File: config.mk
export PLATFORM = sky130hd
export DESIGN_NAME = bcd_divider
export DESIGN_NICKNAME = d
export VERILOG_FILES = /design/src/rtl/bcd_divider.sv
export SDC_FILE = /design/constraint.sdc
export NUM_CORES = 1
export LEC_CHECK = 0
export BUFFER_PORTS_ARGS = -buffer_cell sky130_fd_sc_hd__buf_2
export CORE_MARGIN = 5
export CORE_UTILIZATION = 45
export CTS_CLUSTER_DIAMETER = 80
export DETAILED_ROUTE_END_ITERATION = 12
export PLACE_DENSITY_LB_ADDON = 0.15
export SKIP_CTS_REPAIR_TIMING = 1
export SLEW_MARGIN = 20
export SYNTH_ARGS = -nofsm -noshare
export SYNTH_HDL_FRONTEND = slang
export SYNTH_SLANG_ARGS = --single-unit
export TNS_END_PERCENT = 30
File: constraint.sdc
create_clock -name clk -period 8.45 [get_ports clk]
set_input_delay 0.4225 -clock clk [delete_from_list [all_inputs] [get_ports clk]]
set_output_delay 0.4225 -clock clk [all_outputs]
set_load 0.03 [all_outputs]
File: src/rtl/bcd_divider.sv
// bcd_divider: converts a 5-digit BCD dividend to binary (one digit per cycle)
// and divides it by an 8-bit binary divisor with a 16-step restoring divider.
// Ports:
//   clk        - clock, rising edge
//   rst        - asynchronous reset, active low
//   en         - start strobe, accepted in IDLE or DONE
//   bcd_in     - 5 BCD digits, top digit is 3 bits (0-7)
//   Y          - unsigned binary divisor
//   busy       - conversion or division in progress
//   doneSignal - results valid, held until the next accepted start
//   quotient   - unsigned binary quotient
//   remainder  - unsigned binary remainder
//   err        - 00 ok, 01 divide by zero, 10 invalid BCD, 11 dividend > 65535
module bcd_divider (
  input  logic        clk,
  input  logic        rst,
  input  logic        en,
  input  logic [18:0] bcd_in,
  input  logic [7:0]  Y,
  output logic        busy,
  output logic        doneSignal,
  output logic [15:0] quotient,
  output logic [7:0]  remainder,
  output logic [1:0]  err
);

  localparam int unsigned BCD_W = 19;
  localparam int unsigned DIV_W = 8;
  localparam int unsigned Q_W   = 16;
  localparam int unsigned ACC_W = 17;
  localparam int unsigned REM_W = 9;
  localparam int unsigned CNT_W = 4;
  localparam int unsigned DIG_W = 4;

  localparam logic [1:0] ERR_OK   = 2'b00;
  localparam logic [1:0] ERR_DIV0 = 2'b01;
  localparam logic [1:0] ERR_BCD  = 2'b10;
  localparam logic [1:0] ERR_OVF  = 2'b11;

  typedef enum logic [1:0] {S_IDLE, S_CONV, S_DIV, S_DONE} state_e;

  state_e             state_q, state_d;
  logic [CNT_W-1:0]   cnt_q, cnt_d;
  logic [BCD_W-1:0]   bcd_q, bcd_d;
  logic [DIV_W-1:0]   y_q, y_d;
  logic [ACC_W-1:0]   acc_q, acc_d;
  logic [REM_W-1:0]   rem_q, rem_d;
  logic [Q_W-1:0]     quo_q, quo_d;
  logic               bad_q, bad_d;
  logic               busy_q, busy_d;
  logic               done_q, done_d;
  logic [Q_W-1:0]     quotient_q, quotient_d;
  logic [DIV_W-1:0]   remainder_q, remainder_d;
  logic [1:0]         err_q, err_d;

  logic [DIG_W-1:0]   digit;
  logic [REM_W-1:0]   shifted;
  logic [REM_W-1:0]   diff;
  logic               fits;
  logic [REM_W-1:0]   rem_nx;

  // Digit selected for the current conversion step, most significant first
  always_comb begin
    digit = '0;
    case (cnt_q)
      4'd0:    digit = {1'b0, bcd_q[18:16]};
      4'd1:    digit = bcd_q[15:12];
      4'd2:    digit = bcd_q[11:8];
      4'd3:    digit = bcd_q[7:4];
      4'd4:    digit = bcd_q[3:0];
      default: digit = '0;
    endcase
  end

  // One restoring-division step; the dividend shifts out of acc MSB first.
  // The partial remainder is always < Y, so its top bit is dropped on shift.
  always_comb begin
    shifted = REM_W'({rem_q, acc_q[15]});
    diff    = shifted - {1'b0, y_q};
    fits    = (shifted >= {1'b0, y_q});
    rem_nx  = fits ? diff : shifted;
  end

  // Next-state and datapath control
  always_comb begin
    state_d     = state_q;
    cnt_d       = cnt_q;
    bcd_d       = bcd_q;
    y_d         = y_q;
    acc_d       = acc_q;
    rem_d       = rem_q;
    quo_d       = quo_q;
    bad_d       = bad_q;
    busy_d      = busy_q;
    done_d      = done_q;
    quotient_d  = quotient_q;
    remainder_d = remainder_q;
    err_d       = err_q;

    case (state_q)
      S_IDLE, S_DONE: begin
        if (en) begin
          state_d     = S_CONV;
          bcd_d       = bcd_in;
          y_d         = Y;
          cnt_d       = '0;
          acc_d       = '0;
          rem_d       = '0;
          quo_d       = '0;
          bad_d       = 1'b0;
          busy_d      = 1'b1;
          done_d      = 1'b0;
          quotient_d  = '0;
          remainder_d = '0;
          err_d       = ERR_OK;
        end
      end

      S_CONV: begin
        if (y_q == '0) begin
          state_d     = S_DONE;
          busy_d      = 1'b0;
          done_d      = 1'b1;
          quotient_d  = '1;
          remainder_d = '0;
          err_d       = ERR_DIV0;
        end else begin
          // acc*10 as shift-and-add
          acc_d = (acc_q << 3) + (acc_q << 1) + ACC_W'(digit);
          bad_d = bad_q | (digit > 4'd9);
          cnt_d = cnt_q + CNT_W'(1);
          if (cnt_q == CNT_W'(4)) begin
            state_d = S_DIV;
            cnt_d   = '0;
          end
        end
      end

      S_DIV: begin
        // Conversion errors are resolved on the first DIV cycle; invalid
        // BCD wins over overflow.
        if (cnt_q == '0 && bad_q) begin
          state_d = S_DONE;
          busy_d  = 1'b0;
          done_d  = 1'b1;
          err_d   = ERR_BCD;
        end else if (cnt_q == '0 && acc_q[16]) begin
          state_d = S_DONE;
          busy_d  = 1'b0;
          done_d  = 1'b1;
          err_d   = ERR_OVF;
        end else begin
          acc_d = {1'b0, acc_q[14:0], 1'b0};
          rem_d = rem_nx;
          quo_d = {quo_q[14:0], fits};
          cnt_d = cnt_q + CNT_W'(1);
          if (cnt_q == CNT_W'(15)) begin
            state_d     = S_DONE;
            busy_d      = 1'b0;
            done_d      = 1'b1;
            quotient_d  = {quo_q[14:0], fits};
            remainder_d = DIV_W'(rem_nx);
            err_d       = ERR_OK;
          end
        end
      end

      default: state_d = S_IDLE;
    endcase
  end

  // State and datapath registers
  always_ff @(posedge clk or negedge rst) begin
    if (!rst) begin
      state_q     <= S_IDLE;
      cnt_q       <= '0;
      bcd_q       <= '0;
      y_q         <= '0;
      acc_q       <= '0;
      rem_q       <= '0;
      quo_q       <= '0;
      bad_q       <= 1'b0;
      busy_q      <= 1'b0;
      done_q      <= 1'b0;
      quotient_q  <= '0;
      remainder_q <= '0;
      err_q       <= ERR_OK;
    end else begin
      state_q     <= state_d;
      cnt_q       <= cnt_d;
      bcd_q       <= bcd_d;
      y_q         <= y_d;
      acc_q       <= acc_d;
      rem_q       <= rem_d;
      quo_q       <= quo_d;
      bad_q       <= bad_d;
      busy_q      <= busy_d;
      done_q      <= done_d;
      quotient_q  <= quotient_d;
      remainder_q <= remainder_d;
      err_q       <= err_d;
    end
  end

  assign busy       = busy_q;
  assign doneSignal = done_q;
  assign quotient   = quotient_q;
  assign remainder  = remainder_q;
  assign err        = err_q;

endmodule

### Word level (Yosys, flattened, before mapping)

Index checks and enable logic that the tools add are counted.

* bits in registers: 102
* bits of input ports: 30
* output and inout bits: 28
* word-level logic and storage cells: 110

* add/subtract/negate cells: 4
* magnitude comparators: 2
* equality and inequality tests: 16
* muxes and demuxes: 59
* bitwise gates (word level): 1
* reductions and logical operators: 15

Operator list (number)
* 16-bit 2-to-1 mux: 5
* 8-bit 2-to-1 mux: 9
* 17-bit 2-to-1 mux: 4
* 17-bit one-hot mux with 3 select lines: 1
* 16-bit one-hot mux with 3 select lines: 1
* 15-bit 2-to-1 mux: 2
* 15-bit one-hot mux with 2 select lines: 1
* 8-bit one-hot mux with 3 select lines: 1
* 2-bit 2-to-1 mux: 11
* 4-bit 2-to-1 mux: 5
* 4-bit one-hot mux with 5 select lines: 1
* 17-bit adder: 1
* 17-bit by 4-bit adder with 17-bit output: 1
* 8-bit one-hot mux with 2 select lines: 1
* 2-bit inequality test, second input constant: 6
* 2-bit one-hot mux with 3 select lines: 2
* 4-bit one-hot mux with 3 select lines: 1
* 1-bit 2-to-1 mux: 11
* 9-bit by 8-bit >= comparator with 1-bit output: 1
* 3-bit AND reduction: 3
* 4-bit by 2-bit == test with 1-bit output, second input constant: 2
* 8-bit logical NOT: 1
* 4-bit AND reduction: 2
* 8-bit subtractor: 1
* other kinds (19): 23

### Longest topological paths before layout

Gate-level depths: netlist of run 1.

* depth after elaboration: 6
* mapped depth: 16
* gate-level depth less buffers: 15

### Least setup slack after synthesis of run 1

OpenSTA, ideal clock, no wires.

* kind: flip-flop to flip-flop
* start: register cnt_q[0]
* end: register acc_q[16]
* setup time: 0.132 ns
* arrival: 3.185 ns
* data required time: 8.318 ns
* path slack: 5.133 ns
* stages on the path, launching flop included: 17
* path buffers: 1
* clock period less this slack: 3.317 ns
* cells stage by stage: dfrtp_1 -> inv_1 -> ha_1 -> buf_2 -> a22oi_1 -> a21oi_1 -> a31oi_1 -> nor2_1 -> ha_1 -> ha_1 -> fa_1 -> a211oi_1 -> o211ai_1 -> a41oi_1 -> o21ai_0 -> xnor2_1 -> o21ai_1

* word-level cells in the longest chain between the ends: 5
* elaborated cells between the ends (all ways): 14
* classes of those cells: add/sub: 1; eq/ne: 6; mux: 3; reduce/logical: 4

Ends and longest elaborated chain
* start: declaration: RTL line 43 `logic [CNT_W-1:0] cnt_q, cnt_d;`
* start signal: assignment: RTL line 190 `cnt_q <= cnt_d;`
* 4-bit by 3-bit == test with 1-bit output (tied with other cells): RTL line 65 `case (cnt_q)`
* 4-bit one-hot mux with 5 select lines: RTL line 65
* 17-bit by 4-bit adder with 17-bit output: RTL line 129 `acc_d = (acc_q << 3) + (acc_q << 1) + ACC_W'(digit);`
* 17-bit 2-to-1 mux: RTL line 120 `if (y_q == '0) begin`
* 17-bit one-hot mux with 3 select lines: RTL line 100 `case (state_q)`
* end signal: assignment: RTL line 179 `acc_q <= '0;`
* end signal: assignment: RTL line 193 `acc_q <= acc_d;`
* end: declaration: RTL line 46 `logic [ACC_W-1:0] acc_q, acc_d;`

Parallel ways exist; a longest one is shown, timed or not. The select of a mux whose other input is x is not followed.
A chain may end at the register's enable or synchronous reset.

### Final worst setup path of run 1

Ends and elaborated chain as after synthesis.

==> metrics.md, run 1 <==
| Metric | Value |
|---|---|
| Outcome | `finished clean` |
| First-pass GRT wire length | `21.3 mm` |
| Crit-path cells | `inv_1 -> ha_1 -> a22oi_1 -> a21oi_1 -> a31oi_1 -> nor2_1 -> ha_1 -> ha_1 -> fa_1 -> a211oi_1 -> o211ai_1 -> a41oi_1 -> o21ai_0 -> xnor2_1 -> o21ai_1` |
| Vias in the first global route | `4,280` |
| Final Hold Vio Count | `0` |
| Reg power frac | `32.0%` |
| Critical path's most frequent cell | `ha_1` |
| CP Capture Type | `flop` |
| CP max FO | `9` |
| Synthesized area | `0.00576 mm2` |
| Max Cap Violations | `0` |
| Clk_lat worst skew | `0.35 ns` |
| Period utilization | `43.3%` |
| GRT Util Overall | `17.7%` |
| Layout cell share with drive strength beyond 1 | `18.7%` |
| Antenna diodes | `0` |
| Via density | `5.50` |
| Avg Inst Size Synth | `9.84 um2` |
| Final setup violation count | `0` |
| Rel. slew slack | `29.0%` |
| RSZ-0062 raised after global routing | `false` |
| I/O pins | `58` |
| Routed vias | `4,413` |
| Worst Tran Pin Value | `1.07 ns` |
| Peak supply drop | `0.154 mV` |
| CP max stage delay | `0.43 ns` |
| Detailed Place HPWL | `9.17 mm` |
| XOR/XNOR Fraction of Synth Area | `1.98%` |
| Row count | `41` |
| Worst min path class | `input pin to asynchronous set/reset pin` |
| H-tree levels | `3` |
| Pwr Density | `357 mW/mm2` |
| Switching power | `0.00101 W` |
| Post-synth top flop | `dfrtp_1` |
| CTS Sinks | `102` |
| Sw Share | `43.6%` |
| Routed WL | `12.7 mm` |
| Pins over their slew limit | `0` |
| Critical path arrival | `3.87 ns` |
| Flops & latches, synth | `102` |
| Cells after DPL | `787` |
| Synth Area in Adders | `10.2%` |
| DRT Pass-1 Iters | `5` |
| Die Ht | `123 um` |
| DR WL/cell | `15.9 um` |
| GP Congestion | `0.913` |
| Final instance area | `0.00647 mm2` |
| Final cell count without fillers | `803` |
| Full die area | `0.0152 mm2` |
| Mapped Cells | `585` |
| Fmax | `0.273 GHz` |
| Drt drc | `0` |
| Logic pwr share | `49.9%` |
| Pleak | `3.05 nW` |
| Post-Place Cell Area | `0.00617 mm2` |
| Largest net degree at the start of global routing | `70` |
| Commonest non-fill, non-tap cell in the layout | `dfrtp_1` |
| Total negative setup slack | `0 ns` |
| Post-synth EDFFs | `0` |
| Bufs and invs on worst path | `1` |
| Initial DRC count | `310` |
| Die Span X | `123 um` |
| Antenna violations before repair | `0` |
| Crit-path leading delay family | `compound AO/OA/AOI/OAI gates` |
| Commonest cells after routing, fill and taps aside | `dfrtp_1 (102), nand2_1 (83), buf_2 (56)` |
| Detail Route Antenna Nets | `0` |
| TritonCTS clock tree | `yes` |
| Critical Path RT | `8.66 ns` |
| Crit path kind | `flop to flop` |
| Final nets | `701` |
| Crit-path slowest cell | `fa_1` |
| Post-synthesis mux area share | `7.83%` |
| Largest family of logic cells by synthesized area | `compound AO/OA/AOI/OAI gates` |
| Internal | `0.00130 W` |
| IO buf count | `57` |
| Clock tree buffer depth | `2` |
| Core ar. | `0.0126 mm2` |
| Total CTS buffers | `9` |
| Element type at the critical path start | `flop` |
| Area Growth Syn to Fin | `12.3%` |
| Cell variety after synth | `52` |
| Root Buffer | `clkbuf_16` |
| Ys async rst share | `100%` |
| Clk pwr share | `18.1%` |
| Clk slew on worst S/H paths | `0.07 ns` |
| Ys Warns | `0` |
| Synth Area in Simple Gates | `11.8%` |
| Starting Density | `45.8%` |
| Compound-gate portion of the synthesized area | `19.8%` |
| Final Critical Period | `3.66 ns` |
| Syn nets | `660` |
| Clk_skew | `0.00597 ns` |
| Sequential-to-total area share from yosys stat | `44.3%` |
| Remaining Overflow, GRT | `0` |
[cell families after synthesis]
family	Yosys count
xor+xnor	13
simple gates	148
buf+inv	59
fa+ha+maj	45
flops	102
compound gates	177
mux	41
[layout make-up]
class	instances	area (um2)
timing repair buffer	62	325
clock buffer	12	246
inverter	27	101
sequential	102	2550
multi-input combinational	424	2970
tap	172	215
clock inverter	4	53.8
fill	1177	6100
[power by group through the flow]
stage | Combinational [W] | Clock (W) | Sequential [W]
final | 0.00115 | 0.000418 | 0.000739
after global routing | 0.00129 | 0.000452 | 0.000757
after CTS | 0.00116 | 0.000434 | 0.000739
after detailed placement | 0.00116 | 0 | 0.000747
after global placement | 0.00113 | 0 | 0.000746
after floorplan | 0.000852 | 0 | 0.000770
[layer usage]
| layer | GRT usage, % | up-vias | part of all wire (%) |
|---|---|---|---|
| met5 | 0 | - | 0 |
| met4 | 4.08 | 0 | 1.3 |
| met3 | 4.44 | 12 | 4.0 |
| met2 | 27.4 | 78 | 46 |
| met1 | 25.1 | 2140 | 48 |
| li1 | - | 2183 | - |
[registers in the layout (all words and copies together) (netlist names)]
register	flops
remainder	8
rem_q	8
busy	1
acc_q	17
err	2
y_q	8
bcd_q	19
doneSignal	1
quo_q	15
state_q	2
cnt_q	4
bad_q	1
quotient	16
[per-stage QoR]
stage,total power (W),setup slack [ns],utilization [%],hold WS (ns)
after detailed placement,0.00190,4.81,49.1,0.400
after floorplan,0.00162,5.13,-,0.127
after global placement,0.00188,4.91,49.1,0.395
after CTS,0.00233,4.75,51.4,0.0258
final,0.00231,4.79,51.4,0.0235
after global routing,0.00250,4.39,51.4,0.0520
[cell usage after synthesis, drive strengths merged (2+ instances only)]
library cell	n	area share (%)
mux2i	9	1.6
nand2	83	5.4
nand4	6	0.65
ha	42	9.1
o22ai	3	0.33
xor2	6	0.91
o31ai	20	2.6
a21oi	37	3.2
o21bai	2	0.26
buf	8	0.70
or3	3	0.33
a41oi	2	0.30
a31oi	4	0.43
xnor2	7	1.1
nand2b	3	0.33
or4	2	0.26
a22o	3	0.46
a22oi	19	2.5
mux2	32	6.3
dfrtp	102	44
a21o	7	0.91
nor2b	7	0.89
o21a	5	0.65
nor3	5	0.52
inv	27	1.8
nand3	10	0.87
nor2	20	1.3
a211oi	2	0.26
o21ai	63	5.5
fa	3	1.0
clkbuf	24	1.6
or4b	2	0.35
o31a	2	0.30
and3	2	0.22
[path summary, 6_finish.rpt]
path,startpoint,to,slack (ns),cells after the start
worst min-delay path,rst,y_q[1],0.02,1
worst max register to register,cnt_q[0],acc_q[16],4.79,15
worst min register to register,quotient[11],quotient[11],0.48,2
worst max-delay path,cnt_q[0],acc_q[16],4.79,15
max in group asynchronous,rst,acc_q[2],7.19,2
min in group clk,bcd_in[4],bcd_q[4],0.31,2
Note: power is estimated with default switching activity, not from simulation.
==> run 2: changes to the inputs <==
==> constraint.sdc (replaced) <==
create_clock -name clk -period 3.25 [get_ports clk]
set_input_delay 0.1625 -clock clk [delete_from_list [all_inputs] [get_ports clk]]
set_output_delay 0.1625 -clock clk [all_outputs]
set_load 0.03 [all_outputs]
==> run 2 against run 1 <==
  * Cell area increased by 4.7%
  * Die area unchanged
  * Worst hold slack improved by 0.016 ns
  * Via count increased by 1.9%
  * Highest routed layer unchanged
==> metrics.md, run 2 (same netlist as run 1, synthesis figures left out) <==
| Metric | Value |
|---|---|
| Outcome | `finished clean` |
| Die Ht | `123 um (unchanged)` |
| Antenna violations before repair | `0 (unchanged)` |
| Core ar. | `0.0126 mm2 (unchanged)` |
| Final Critical Period | `3.10 ns (-0.565 ns)` |
| Crit-path cells | `inv_2 -> ha_4 -> a22oi_2 -> a21oi_2 -> a31oi_1 -> nor2_1 -> ha_1 -> ha_4 -> fa_2 -> a211oi_2 -> o211ai_1 -> a41oi_2 -> buf_4 -> xor2_1 -> o21ai_1` |
| Utilization after layout | `53.9% (+2.4 points)` |
| Total CTS buffers | `9 (unchanged)` |
| Max Cap Violations | `0 (unchanged)` |
| Logic pwr share | `50.7% (+0.8 points)` |
| Vias in the first global route | `4,641 (+8.4%)` |
| Crit-path slowest cell | `dfrtp_1` |
| Initial DRC count | `254 (-18%)` |
| Element type at the critical path start | `flop` |
| Period utilization | `95.3% (+52 points)` |
| CP max FO | `4 (-5)` |
| Pwr Density | `946 mW/mm2 (+160%)` |
| Crit path kind | `flop to flop` |
| Worst Tran Pin Value | `0.861 ns (-0.204 ns)` |
| Fmax | `0.323 GHz (+18%)` |
| Switching power | `0.00275 W (+170%)` |
| Starting Density | `45.8% (unchanged)` |
| Clk_skew | `0.00625 ns (+0.000274 ns)` |
| Sw Share | `43.0% (-0.58 points)` |
| Area Growth Syn to Fin | `17.6%` |
| Clk pwr share | `19.1% (+1.0 points)` |
| Critical Path RT | `3.47 ns (-5.19 ns)` |
| Final Hold Vio Count | `0 (unchanged)` |
| Pleak | `3.16 nW (+3.6%)` |
| Commonest non-fill, non-tap cell in the layout | `dfrtp_1` |
| Final nets | `721 (+2.9%)` |
| I/O pins | `58 (unchanged)` |
| Detailed Place HPWL | `9.55 mm (+4.2%)` |
| Routed vias | `4,498 (+1.9%)` |
| Reg power frac | `30.2% (-1.8 points)` |
| Commonest cells after routing, fill and taps aside | `dfrtp_1 (101), nand2_1 (83), buf_2 (56)` |
| CP Capture Type | `flop` |
| H-tree levels | `3 (unchanged)` |
| Clk slew on worst S/H paths | `0.07 ns (about the same)` |
| IO buf count | `57 (unchanged)` |
| Clk_lat worst skew | `0.35 ns (about the same)` |
| Worst setup path startpoint | `cnt_q[0]` |
| Min Hold Slack | `0.0392 ns (+0.0157 ns)` |
| Worst Setup EP | `acc_q[12]` |
| Antenna diodes | `0 (unchanged)` |
| Critical path's most frequent cell | `ha_4` |
| Flop2flop setup slack | `0.15 ns (-4.64 ns)` |
| Root Buffer | `clkbuf_16` |
| Total negative setup slack | `0 ns (unchanged)` |
| Peak supply drop | `0.588 mV (+280%)` |
| Critical path arrival | `3.32 ns (-0.55 ns)` |
| Via density | `5.47 (-0.55%)` |
| CTS Sinks | `102 (unchanged)` |
| CP max stage delay | `0.42 ns (about the same)` |
| DRT Pass-1 Iters | `4 (-1)` |
| Routed WL | `13.5 mm (+5.8%)` |
| RSZ-0062 raised after global routing | `true` |
| # fillers | `1,136 (-3.5%)` |
| Remaining Overflow, GRT | `0 (unchanged)` |
| Reg2Reg Depth | `15 (unchanged)` |
| Clock tree buffer depth | `2 (unchanged)` |
| Full die area | `0.0152 mm2 (unchanged)` |
| First-pass GRT wire length | `22.7 mm (+6.8%)` |
| GP Congestion | `0.915 (+0.27%)` |
| Rel. slew slack | `42.6% (+14 points)` |
| Detail Route Antenna Nets | `0 (unchanged)` |
| Layout cell share with drive strength beyond 1 | `24.7% (+6.0 points)` |
| Worst reg2reg endpoint | `acc_q[12]` |
| Largest register FFs | `19 (unchanged)` |
| Worst R2R Start | `cnt_q[0]` |
| Row count | `41 (unchanged)` |
| Reg with most FFs | `bcd_q` |
| Pins over their slew limit | `0 (unchanged)` |
| TritonCTS clock tree | `yes` |
| Drt drc | `0 (unchanged)` |
| Die Span X | `123 um (unchanged)` |
| Worst min path class | `input pin to flop` |
| Internal | `0.00365 W (+180%)` |
| GRT Util Overall | `18.8% (+1.1 points)` |
| DR WL/cell | `16.4 um (+3.3%)` |
| Largest net degree at the start of global routing | `65 (-7.1%)` |
| Final setup violation count | `0 (unchanged)` |
==> run 2: how the worst min path moves through the flow <==
stage                    start         to  slack [ns]  cells past startpoint
floorplan                  rst   acc_q[0]       -0.13                      0
global placement           rst  acc_q[13]        0.33                      1
detailed placement         rst   acc_q[9]        0.32                      1
CTS                        rst   acc_q[6]       -0.06                      1
global route         bcd_in[4]   bcd_q[4]        0.03                      2
finish              bcd_in[16]  bcd_q[16]        0.04                      2
==> run 2: through the flow <==
stage          total power, W  setup slack [ns]  cell area [um2]  std cells
2_1_floorplan         0.00422          0.000877             5760        585
3_3_place_gp          0.00499           -0.0575             6300        804
3_5_place_dp          0.00508            -0.147             6300        804
4_1_cts               0.00633            -0.172             6640        820
5_1_grt               0.00691           -0.0806             6770        823
6_report              0.00640             0.153             6770        823
==> run 2: power by group through the flow <==
stage	registers [W]	logic, W	clock network [W]
floorplan	0.00200	0.00222	0
global placement	0.00194	0.00305	0
detailed placement	0.00194	0.00314	0
CTS	0.00192	0.00315	0.00125
global route	0.00198	0.00363	0.00130
finish	0.00193	0.00325	0.00122
==> run 2: layer usage <==
metal	GRT usage, %	wire length, um	vias up	part of all wire [%]
met3	4.21	391	13	2.9
li1	-	-	2220	-
met4	5.05	163	0	1.2
met5	0	0	-	0
met1	24.6	6180	2203	46
met2	31.6	6750	62	50
==> run 2: cell type report <==
class	count	area, um2	area share, %
flip-flops and latches	102	2550	37.7
repair buffers	82	478	7.06
clock buffers	11	253	3.73
multi-input cells	424	3080	45.5
clock inverters	5	87.6	1.29
well taps	172	215	3.18
inverters	27	101	1.50
==> run 2: critical path, delay by kind of cell (launching register included) <==
| family | cells | cell delay (ns) |
|---|---|---|
| simple gates | 1 | 0.07 |
| flops | 1 | 0.42 |
| fa+ha+maj | 4 | 1.06 |
| buf+inv | 2 | 0.24 |
| compound gates | 7 | 1.02 |
| xor+xnor | 1 | 0.14 |
==> run 3: changes to the inputs <==
==> constraint.sdc (replaced) <==
create_clock -name clk -period 3.25 [get_ports clk]
set_input_delay 0 -clock clk [delete_from_list [all_inputs] [get_ports clk]]
set_output_delay 0 -clock clk [all_outputs]
set_load 0.03 [all_outputs]
==> run 3 against run 2 <==
  * Count of clock-buffer cells in the layout fell by 2
  * Utilization increased by 2.3 points
  * Routed wire length rose by 1.2%
  * Combinational power rose by 3%
  * Sequential cell count did not move
  * Clock skew is 0.0031 ns higher
==> metrics.md, run 3 (same netlist as run 1, synthesis figures left out) <==
| Metric | Value |
|---|---|
| Critical Path RT | `3.47 ns (about the same)` |
| Row count | `41 (unchanged)` |
| First-pass GRT wire length | `21.6 mm (-5.0%)` |
| Layout cell share with drive strength beyond 1 | `24.7% (about the same)` |
| Register area | `0.00255 mm2 (about the same)` |
| Worst min path class | `input pin to asynchronous set/reset pin` |
| DRT Pass-1 Iters | `4 (unchanged)` |
| Antenna violations before repair | `0 (unchanged)` |
| Largest register FFs | `19 (unchanged)` |
| Commonest non-fill, non-tap cell in the layout | `dfrtp_1` |
| Via density | `5.41 (-0.96%)` |
| GR met2 Demand/Resource | `29.1% (-2.4 points)` |
| Rel. slew slack | `60.1% (+18 points)` |
| Die Ht | `123 um (unchanged)` |
| Detail Route Antenna Nets | `0 (unchanged)` |
| Pwr Density | `894 mW/mm2 (-5.4%)` |
| Final cell count without fillers | `855 (+3.9%)` |
| CTS Sinks | `102 (unchanged)` |
| Final Hold Vio Count | `0 (unchanged)` |
| Period utilization | `96.4% (+1.1 points)` |
| I/O pins | `58 (unchanged)` |
| Detailed Place HPWL | `9.60 mm (+0.53%)` |
| Met1 usage | `23.8% (-0.78 points)` |
| Outcome | `finished clean` |
| CP Capture Type | `flop` |
| Fmax | `0.319 GHz (-1.1%)` |
| Crit path kind | `flop to flop` |
| Commonest cells after routing, fill and taps aside | `dfrtp_1 (100), nand2_1 (83), buf_2 (56)` |
| Element type at the critical path start | `flop` |
| Clock tree buffer depth | `2 (unchanged)` |
| Final nets | `753 (+4.4%)` |
| Starting Density | `45.8% (unchanged)` |
| Reg2Reg Depth | `16 (+1)` |
| Pins over their slew limit | `0 (unchanged)` |
| Final Power | `0.00631 W (-1.4%)` |
| Worst reg2reg endpoint | `acc_q[12]` |
| Area Growth Syn to Fin | `22.6%` |
| Routed WL | `13.6 mm (+1.2%)` |
| # fillers | `1,126 (-0.88%)` |
| DP Worst Slack | `-0.190 ns (-0.0424 ns)` |
| IO buf count | `57 (unchanged)` |
| M3 GR Usage | `4.53% (+0.32 points)` |
| Largest net degree at the start of global routing | `46 (-29%)` |
| Flop2flop setup slack | `0.12 ns (-0.04 ns)` |
| Final Critical Period | `3.13 ns (+0.0358 ns)` |
| Worst R2R Start | `cnt_q[1]` |
| Clk_skew | `0.00931 ns (+0.00306 ns)` |
| Initial DRC count | `280 (+10%)` |
| Critical path arrival | `3.35 ns (+0.03 ns)` |
| Vias in the first global route | `4,474 (-3.6%)` |
| Clk_lat worst skew | `0.35 ns (about the same)` |
| Peak supply drop | `0.396 mV (-33%)` |
| Die Span X | `123 um (unchanged)` |
| Worst Tran Pin Value | `0.599 ns (-0.263 ns)` |
| GP Congestion | `0.889 (-2.9%)` |
| Utilization after layout | `56.2% (+2.3 points)` |
| H-tree levels | `3 (unchanged)` |
| Max Cap Violations | `0 (unchanged)` |
| Root Buffer | `clkbuf_16` |
| Total CTS buffers | `9 (unchanged)` |
| GRT Max-Usage Layer | `met2` |
| Total negative setup slack | `0 ns (unchanged)` |
| Clk slew on worst S/H paths | `0.07 ns (about the same)` |
| Final setup violation count | `0 (unchanged)` |
| Full die area | `0.0152 mm2 (unchanged)` |
| Antenna diodes | `0 (unchanged)` |
| Cells after DPL | `806 (+0.25%)` |
| Core ar. | `0.0126 mm2 (unchanged)` |
| TritonCTS clock tree | `yes` |
| GRT Util Overall | `17.9% (-0.92 points)` |
| RSZ-0062 raised after global routing | `true` |
| DR WL/cell | `16.0 um (-2.6%)` |
| Final setup margin | `0.117 ns (-0.0358 ns)` |
| Remaining Overflow, GRT | `0 (unchanged)` |
| Reg with most FFs | `bcd_q` |
| Multi-input combinational cell area | `0.00311 mm2 (+0.97%)` |
| CP max FO | `4 (unchanged)` |
| Pleak | `3.27 nW (+3.4%)` |
| Routed vias | `4,628 (+2.9%)` |
| Drt drc | `0 (unchanged)` |
==> run 3: changes by cell type in the layout (fill, tap and decap cells not counted), moves of 2 or more <==
cell / delta
dlygate4sd3_1: +27
buf_4: +5
bufinv_16: -2
clkbuf_8: -2
clkinv_2: +2
ha_4: +2
inv_2: -2
inv_4: +2
==> run 3: critical path, cell delays in order, from the launching register on <==
cell,delay (ns)
dfrtp_2,0.45
inv_4,0.07
ha_4,0.17
buf_4,0.13
a22oi_2,0.16
a21oi_2,0.07
a31oi_1,0.17
nor2_1,0.09
ha_2,0.21
ha_4,0.16
fa_2,0.41
a211oi_2,0.23
o211ai_1,0.15
a41oi_2,0.19
buf_4,0.14
xor2_1,0.14
o21ai_1,0.07
==> run 3: per-stage QoR <==
stage	hold WS (ns)	instance area, um2
detailed placement	0.00121	6310
global placement	-0.00525	6310
floorplan	-0.296	5760
global route	0.207	7060
CTS	-0.388	6600
finish	0.158	7060
==> run 3: area by class of cell <==
type | instances | share of cell area, %
clock inverters | 7 | 0.833
flip-flops and latches | 102 | 36.2
well taps | 172 | 3.05
multi-input cells | 424 | 44.1
repair buffers | 114 | 11.1
inverters | 27 | 1.51
clock buffers | 9 | 3.19
==> run 3: worst max path at each step <==
| stage | from | to | slack (ns) | cells past startpoint |
|---|---|---|---|---|
| floorplan | cnt_q[0] | acc_q[16] | 0.0009 | 16 |
| global placement | cnt_q[0] | acc_q[16] | -0.05 | 14 |
| detailed placement | cnt_q[0] | acc_q[12] | -0.19 | 14 |
| CTS | cnt_q[0] | acc_q[16] | -0.22 | 14 |
| global route | cnt_q[1] | acc_q[12] | -0.08 | 16 |
| finish | cnt_q[1] | acc_q[12] | 0.12 | 16 |
==> run 3: where the power goes <==
part           total [W]  switching [W]  internal, W
registers        0.00194       0.000297      0.00164
logic            0.00335        0.00198      0.00136
clock network    0.00103       0.000499     0.000528
==> run 3: layer usage <==
metal	vias to the layer above	routed length (um)	share of wire, %
met1	2255	6250	46
met2	64	6690	49
met5	-	0	0
met3	21	405	3.0
li1	2288	-	-
met4	0	292	2.1
